`src/rtl/mips_muldiv.sv`:
```
// Iterative MIPS multiply/divide unit with architectural HI/LO registers.
// Radix-2 shift-add multiply and restoring divide on operand magnitudes, sign-fixed at the end.
module mips_muldiv #(
  parameter int WIDTH = 32
) (
  input  logic             clk,
  input  logic             reset,
  input  logic             clk_enable,
  input  logic             start,
  input  logic [2:0]       op,
  input  logic [WIDTH-1:0] a,
  input  logic [WIDTH-1:0] b,
  output logic             busy,
  output logic             done,
  output logic [WIDTH-1:0] hi,
  output logic [WIDTH-1:0] lo
);

  localparam int CW = $clog2(WIDTH + 1);

  typedef enum logic [1:0] {
    IDLE,
    RUN,
    FIX
  } state_t;

  state_t state, state_next;

  logic [CW-1:0]        cnt;
  logic [2*WIDTH-1:0]   acc;
  logic [WIDTH-1:0]     opnd;
  logic [WIDTH-1:0]     a_raw;
  logic                 is_div;
  logic                 neg_q;
  logic                 neg_r;
  logic                 div_zero;

  logic                 arith_op;
  logic                 signed_op;
  logic                 accept;
  logic [WIDTH-1:0]     a_mag;
  logic [WIDTH-1:0]     b_mag;
  logic [WIDTH-1:0]     addend;
  logic [WIDTH:0]       mul_sum;
  logic [2*WIDTH-1:0]   mul_next;
  logic [WIDTH:0]       div_shift;
  logic [WIDTH:0]       div_trial;
  logic                 div_fits;
  logic [WIDTH-1:0]     div_rem;
  logic [2*WIDTH-1:0]   div_next;
  logic [2*WIDTH-1:0]   prod_fix;
  logic [WIDTH-1:0]     quo_fix;
  logic [WIDTH-1:0]     rem_fix;

  function automatic logic [WIDTH-1:0] mag(input logic [WIDTH-1:0] x, input logic sgn);
    return (sgn && x[WIDTH-1]) ? -x : x;
  endfunction

  function automatic logic [WIDTH-1:0] cond_neg_w(input logic [WIDTH-1:0] x, input logic n);
    return n ? -x : x;
  endfunction

  function automatic logic [2*WIDTH-1:0] cond_neg_2w(input logic [2*WIDTH-1:0] x, input logic n);
    return n ? -x : x;
  endfunction

  // Operand decode and one iteration of each algorithm
  always_comb begin
    arith_op  = ~op[2];
    signed_op = ~op[0];
    accept    = start && (state == IDLE);
    a_mag     = mag(a, signed_op);
    b_mag     = mag(b, signed_op);

    addend    = acc[0] ? opnd : {WIDTH{1'b0}};
    mul_sum   = {1'b0, acc[2*WIDTH-1:WIDTH]} + {1'b0, addend};
    mul_next  = {mul_sum, acc[WIDTH-1:1]};

    // Partial remainder is always below the divisor, so a carry out of the shift implies a fit
    div_shift = {acc[2*WIDTH-1:WIDTH], acc[WIDTH-1]};
    div_trial = div_shift - {1'b0, opnd};
    div_fits  = (div_shift >= {1'b0, opnd});
    div_rem   = div_fits ? div_trial[WIDTH-1:0] : div_shift[WIDTH-1:0];
    div_next  = {div_rem, acc[WIDTH-2:0], div_fits};

    prod_fix  = cond_neg_2w(acc, neg_q);
    quo_fix   = cond_neg_w(acc[WIDTH-1:0], neg_q);
    rem_fix   = cond_neg_w(acc[2*WIDTH-1:WIDTH], neg_r);
  end

  always_comb begin
    state_next = state;
    unique case (state)
      IDLE:    if (start && arith_op) state_next = RUN;
      RUN:     if (cnt == CW'(1)) state_next = FIX;
      FIX:     state_next = IDLE;
      default: state_next = IDLE;
    endcase
  end

  always_ff @(posedge clk) begin
    if (reset)
      state <= IDLE;
    else if (clk_enable)
      state <= state_next;
  end

  // Control and architectural registers
  always_ff @(posedge clk) begin
    if (reset) begin
      cnt  <= '0;
      busy <= 1'b0;
      done <= 1'b0;
      hi   <= '0;
      lo   <= '0;
    end else if (clk_enable) begin
      done <= (state == FIX);
      unique case (state)
        IDLE: begin
          if (start) begin
            if (arith_op) begin
              cnt  <= CW'(WIDTH);
              busy <= 1'b1;
            end else if (op == 3'd4) begin
              hi <= a;
            end else if (op == 3'd5) begin
              lo <= a;
            end
          end
        end
        RUN: cnt <= cnt - CW'(1);
        FIX: begin
          busy <= 1'b0;
          if (!is_div) begin
            hi <= prod_fix[2*WIDTH-1:WIDTH];
            lo <= prod_fix[WIDTH-1:0];
          end else if (div_zero) begin
            hi <= a_raw;
            lo <= {WIDTH{1'b1}};
          end else begin
            hi <= rem_fix;
            lo <= quo_fix;
          end
        end
        default: ;
      endcase
    end
  end

  // Working datapath; its contents are don't-care until loaded by an accepted start
  always_ff @(posedge clk) begin
    if (clk_enable) begin
      if (accept && arith_op) begin
        is_div   <= op[1];
        a_raw    <= a;
        div_zero <= (b == '0);
        neg_q    <= signed_op && (a[WIDTH-1] ^ b[WIDTH-1]);
        neg_r    <= signed_op && a[WIDTH-1];
        if (op[1]) begin
          acc  <= {{WIDTH{1'b0}}, a_mag};
          opnd <= b_mag;
        end else begin
          acc  <= {{WIDTH{1'b0}}, b_mag};
          opnd <= a_mag;
        end
      end else if (state == RUN) begin
        acc <= is_div ? div_next : mul_next;
      end
    end
  end

endmodule

```
`config.mk`:
```
export PLATFORM = sky130hd
export DESIGN_NAME = mips_muldiv
export DESIGN_NICKNAME = d
export VERILOG_FILES = /design/src/rtl/mips_muldiv.sv
export SDC_FILE = /design/constraint.sdc
export NUM_CORES = 1
export LEC_CHECK = 0
export CELL_PAD_IN_SITES_DETAIL_PLACEMENT = 2
export CELL_PAD_IN_SITES_GLOBAL_PLACEMENT = 2
export CORE_ASPECT_RATIO = 1.2
export CORE_UTILIZATION = 39
export DETAILED_ROUTE_END_ITERATION = 6
export GPL_ROUTABILITY_DRIVEN = 1
export PLACE_DENSITY = 0.95
export SYNTH_ARGS = -nofsm -noshare
export SYNTH_HDL_FRONTEND = slang
export SYNTH_SLANG_ARGS = --single-unit
```
`constraint.sdc`:
```
create_clock -name clk -period 6.2 [get_ports clk]
set_clock_uncertainty 0.05 [all_clocks]
set_input_delay 1.24 -clock clk [delete_from_list [all_inputs] [get_ports clk]]
set_output_delay 1.24 -clock clk [all_outputs]
set_load 0.1 [all_outputs]
```
Yosys cells after proc, flatten, opt, wreduce, memory -nomap -nowiden

Cells that the tools add are included.

Reductions and logical operators: 18
Magnitude comparators: 1
Muxes and demuxes: 34
Add/subtract/negate cells: 8
Bitwise gates (word level): 3
Equality and inequality tests: 13

Operator list:

| operator              | number |
|---|---|
| $mux W32              | 19 |
| $mux W64              | 4 |
| $neg A32 Y32          | 4 |
| $pmux W32 S2          | 2 |
| $neg A64 Y64          | 1 |
| $add A32 B32 Y33      | 1 |
| $ge A33 B32 Y1        | 1 |
| $logic_not A32 Y1     | 1 |
| $sub A32 B32 Y32      | 1 |
| $mux W6               | 2 |
| $pmux W6 S2           | 1 |
| $ne A2 B2 Y1 const B  | 5 |
| $reduce_and A4 Y1     | 2 |
| $eq A3 B3 Y1 const B  | 2 |
| $eq A6 B1 Y1 const B  | 1 |
| $logic_and A1 B1 Y1   | 6 |
| $ne A2 B1 Y1 const B  | 3 |
| $reduce_and A6 Y1     | 1 |
| $reduce_bool A2 Y1    | 3 |
| $sub A6 B1 Y6 const B | 1 |
| $reduce_and A5 Y1     | 1 |
| $mux W2               | 2 |
| $pmux W2 S2           | 1 |
| $reduce_and A2 Y1     | 2 |
| 8 further kinds       | 10 |

Register bits: 206

Longest topological paths before layout

Word-level depth: 6
Gate-level depth with buffers: 14
Depth with buffers taken out: 11

Least setup slack after synthesis

OpenSTA, ideal clock, no wires.

Path kind: input to register
Start point: in op[2]
End point: reg cnt[4]
Cell stages on the path: 9
Required time: 5.950 ns
Arrival: 3.870 ns
Library setup time: 0.200 ns
Setup slack: 2.080 ns
Cell sequence: inv_1 nand2_1 nor3_1 o21ai_0 inv_1 nand2_1 nor3_1 xnor2_1 nor3_1

Longest elaborated chain between the ends: 2

RTL lines:

| what                        | RTL line | RTL |
|---|---|---|
| start: declaration          | 10       | `input logic [2:0] op,` |
| $ne A2 B2 Y1 (no line)      | n/a      |  |
| $reduce_and A4 Y1 (no line) | n/a      |  |
| end signal: assignment      | 122      | `cnt <= CW'(WIDTH);` |
| end signal: assignment      | 131      | `RUN: cnt <= cnt - CW'(1);` |
| end: declaration            | 29       | `logic [CW-1:0] cnt;` |

No other way between the ends.
A chain may end at the register's enable or synchronous reset.

Worst setup path after layout

Start point: reg acc[0]
End point: reg acc[63] (data pin)

Longest elaborated chain between the ends: 5

RTL lines:

| what                     | RTL line | RTL |
|---|---|---|
| start: declaration       | 30       | `logic [2*WIDTH-1:0] acc;` |
| start signal: assignment | 160      | `acc <= {{WIDTH{1'b0}}, a_mag};` |
| start signal: assignment | 163      | `acc <= {{WIDTH{1'b0}}, b_mag};` |
| start signal: assignment | 167      | `acc <= is_div ? div_next : mul_next;` |
| $mux W32                 | 75       | `addend = acc[0] ? opnd : {WIDTH{1'b0}};` |
| $add A32 B32 Y33         | 76       | `mul_sum = {1'b0, acc[2*WIDTH-1:WIDTH]} + {1'b0, addend};` |
| $mux W64                 | 167      |  |
| $mux W64                 | 166      | `end else if (state == RUN) begin` |
| $mux W64                 | 153      | `if (accept && arith_op) begin` |

No other way between the ends. The select of a mux whose other input is x is not followed.

==> results by group <==
Clock tree
  – CTS tree: yes
  – Cts bufs inserted: 26
  – Post-cts sizing count: 0
  – H-tree depth: 1
  – Post-CTS Setup Inserts: 0
  – CTS root buffer: clkbuf_16
  – Cts hold-fix bufs: 0
  – Clk_lat worst skew: approximately 0.6 ns
  – CTS clock-pin slew for the worst setup and hold paths: around 0.080 ns
  – Maximum buffer depth of the clock tree: 3
  – CTS Sinks: about 200

Detailed routing
  – DR vias: around 20000
  – DR iter-0 viols: 2418
  – Post-route ant nets: 0
  – Total Wirelength: approximately 99000 µm
  – Vias per cell: approximately 7.2
  – Routed WL per cell: roughly 37 µm
  – DRC viols: 4
  – DR pass1 iterations: 7

Synthesis
  – Cells after synthesis: between 2000 and 2500
  – Synthesized area: between 0.015 and 0.02 mm²
  – Post-synthesis sequential area ratio: about a third
  – Number of synthesized flops with an enable pin: about 130
  – Flops & latches, synth: between 200 and 250
  – Top cells by count, synth: nor2_1 (201), nand2_1 (192), a21oi_1 (169)
  – Post-synth ARST share: 0%
  – Top cells by area, synth: edfxtp_1 (23%), dfxtp_1 (8.7%), mux2i_1 (6.3%), xnor2_1 (5.7%), ha_1 (5.1%)
  – Synthesis Warnings: 0
  – Syn Area/Cell: 8.297 µm²
  – Unique cell type count in the Yosys netlist: 80
  – Synth Net Count: 2203
  – Most used DFF post-synth: edfxtp_1
  – Area share of the largest cell type after synthesis: between 20% and 30%
  – Count leader, synth: nor2_1
  – Cell taking the most area after synthesis: edfxtp_1

Place
  – IO buf count: around 140
  – GP Congestion: slightly below 1
  – Dpl cells: between 2000 and 3000
  – Setup WS pre-CTS: 1.276 ns
  – Dpl hpwl: 64790 µm

GRT
  – GR Overflow Total: 0
  – First-pass GRT wire length: 145600 µm
  – Largest net degree at the start of global routing: 73
  – Total GRT Usage: ~44%
  – Vias in the first global route: about 21000
  – Initial antenna violation count: 5

Final layout
  – Area Growth Syn to Fin: 15.50%
  – Seq. cell area: about 0.0054 mm²
  – Layout Nets: 2262
  – Share of cells above drive strength 1: 5.283%
  – Fillers: about 4600
  – Fin cells: 2692
  – Area of the multi-input gates: 0.01087 mm²

Critical path
  – Slowest cell delay on critical path: 0.87 ns
  – Cell Chain, Critical Path: inv_1 > nor2_1 > ha_1 > o21ai_0 > o21a_1 > o31ai_1 > a21oi_1 > buf_4 > o21ai_0 > a41oi_1 > o21a_1 > nor4_1
  – Worst endpoint data arrival time: approximately 5.6 ns
  – Setup CP Type: reg2reg
  – Worst Setup Start Kind: register
  – Critical path peak fanout: 17
  – CP endpoint kind: register
  – Buf/Inv on CP: 2
  – Cell family with the largest share of critical-path delay: compound AO/OA/AOI/OAI gates
  – R2R Setup Slk: between 0.7 and 0.8 ns
  – CP required: ~6.4 ns
  – Critical-path top delay cell: nor4_1

Timing
  – RSZ-0062 raised after global routing: no
  – Setup-failing EPs final: 0
  – Tmin final: around 5.4 ns
  – Relative slew slack: ~1.8%
  – Final period utilization: 87.41%
  – Final Max Slew Viols: 0
  – Final TNS setup: 0 ns
  – Slew @ Worst Pin: 1.469 ns
  – Fin. Hold Viols: 0
  – F_max: 184.5 MHz
  – Setup WS post-layout: 0.7803 ns
  – WHS: around 0.43 ns

Floorplan
  – Die ar.: between 0.04 and 0.05 mm²
  – Die Y: 231.3 µm
  – Ports: 137
  – CORE AREA: between 0.04 and 0.05 mm²
  – Die X-Extent: between 150 and 200 µm
  – Rows: 83
  – Starting Density: 39.75%

Pwr
  – Pleak: ~0.0072 µW
  – IR drop worst, VDD: between 0.2 and 0.25 mV
  – Pwr Density: 222.8 mW/mm²

Status
  – Run status: complete, but fails checks
  – Failing checks: design-rule violations

Min path
  – Hold WC Path Type: reg2reg

Flow run
  – Max_cap viols: 0
==> sequential cells by signal, summed over array words and instances, names as in the netlist <==
register and count:
hi 32, neg_r 1, cnt 6, opnd 32, state 2, is_div 1
lo 32, acc 64, busy 1, neg_q 1, div_zero 1, done 1
a_raw 32
==> layout by cell type, fill, tap and decap left out, drive strengths merged, types with 27 or more instances in the layout <==
cell,netlist,layout
a211oi,36,36
a21oi,169,169
buf,28,35
clkbuf,110,41
clkdlybuf4s50,0,134
dfxtp,74,74
edfxtp,132,132
ha,70,70
inv,65,66
mux2i,107,107
nand2,192,192
nand3,34,34
nor2,201,201
nor3,61,61
o21ai,124,124
o221ai,27,27
o31ai,34,34
or3,34,34
xnor2,111,111
xor2,64,64
==> where the power goes <==
part           switching (µW)  total, µW  internal [µW]
logic                     745       1100            352
clock network             736       1670            933
registers                 100       1630           1530
==> routing by layer <==
metal / global-route usage, % / share of wire [%]
met1: 48.74 / 34
met2: 70.16 / 45
met3: 10.78 / 9.7
met4: 40.26 / 11
met5: 0 / 0.014
==> worst min-delay path, delay by kind of cell (launching register included) <==
| kind | cells | cell delay [ns] |
|---|---|---|
| and+or+nand+nor | 1 | 0.05 |
| DFF | 1 | 0.31 |
| AOI/OAI and AO/OA | 1 | 0.06 |
==> cell type report <==
class | count | share of cell area (%)
diodes | 1 | 0.01268
clock buffers | 41 | 4.266
clock inverters | 7 | 0.2282
inverters | 65 | 1.236
multi-input cells | 1651 | 55.06
flip-flops and latches | 206 | 27.58
well taps | 552 | 3.499
repair buffers | 169 | 8.113
==> logic make-up (layout without fill, tap and decap cells) <==
kind of cell,count (synthesis),count (layout),share of synthesized area (%)
simple gates,687,687,19.20
compound gates,607,607,23.52
flops,206,206,31.86
buf+inv,203,282,4.627
xor+xnor,175,175,8.968
mux,110,110,6.464
fa+ha+maj,72,72,5.359
other cells,0,1,0
==> per-stage QoR <==
| stage | total power, µW | cell area (µm²) | util, % |
|---|---|---|---|
| after floorplan | 2234 | 17090 | - |
| after global placement | 2558 | 18850 | 43.84 |
| after detailed placement | 2643 | 18850 | 43.84 |
| after CTS | 4314 | 19740 | 45.91 |
| after global routing | 4451 | 19740 | 45.91 |
| final | 4398 | 19740 | 45.91 |
==> final timing paths <==
kind	from	endpoint	cells after the start
min	lo[31]$_SDFFE_PP0P_	lo[31]$_SDFFE_PP0P_	2
max	acc[0]$_DFFE_PP_	acc[63]$_SDFFCE_PP0P_	12
max reg2reg	acc[0]$_DFFE_PP_	acc[63]$_SDFFCE_PP0P_	12
min reg2reg	lo[31]$_SDFFE_PP0P_	lo[31]$_SDFFE_PP0P_	2
No activity file was read; power rests on OpenSTA's default activity.
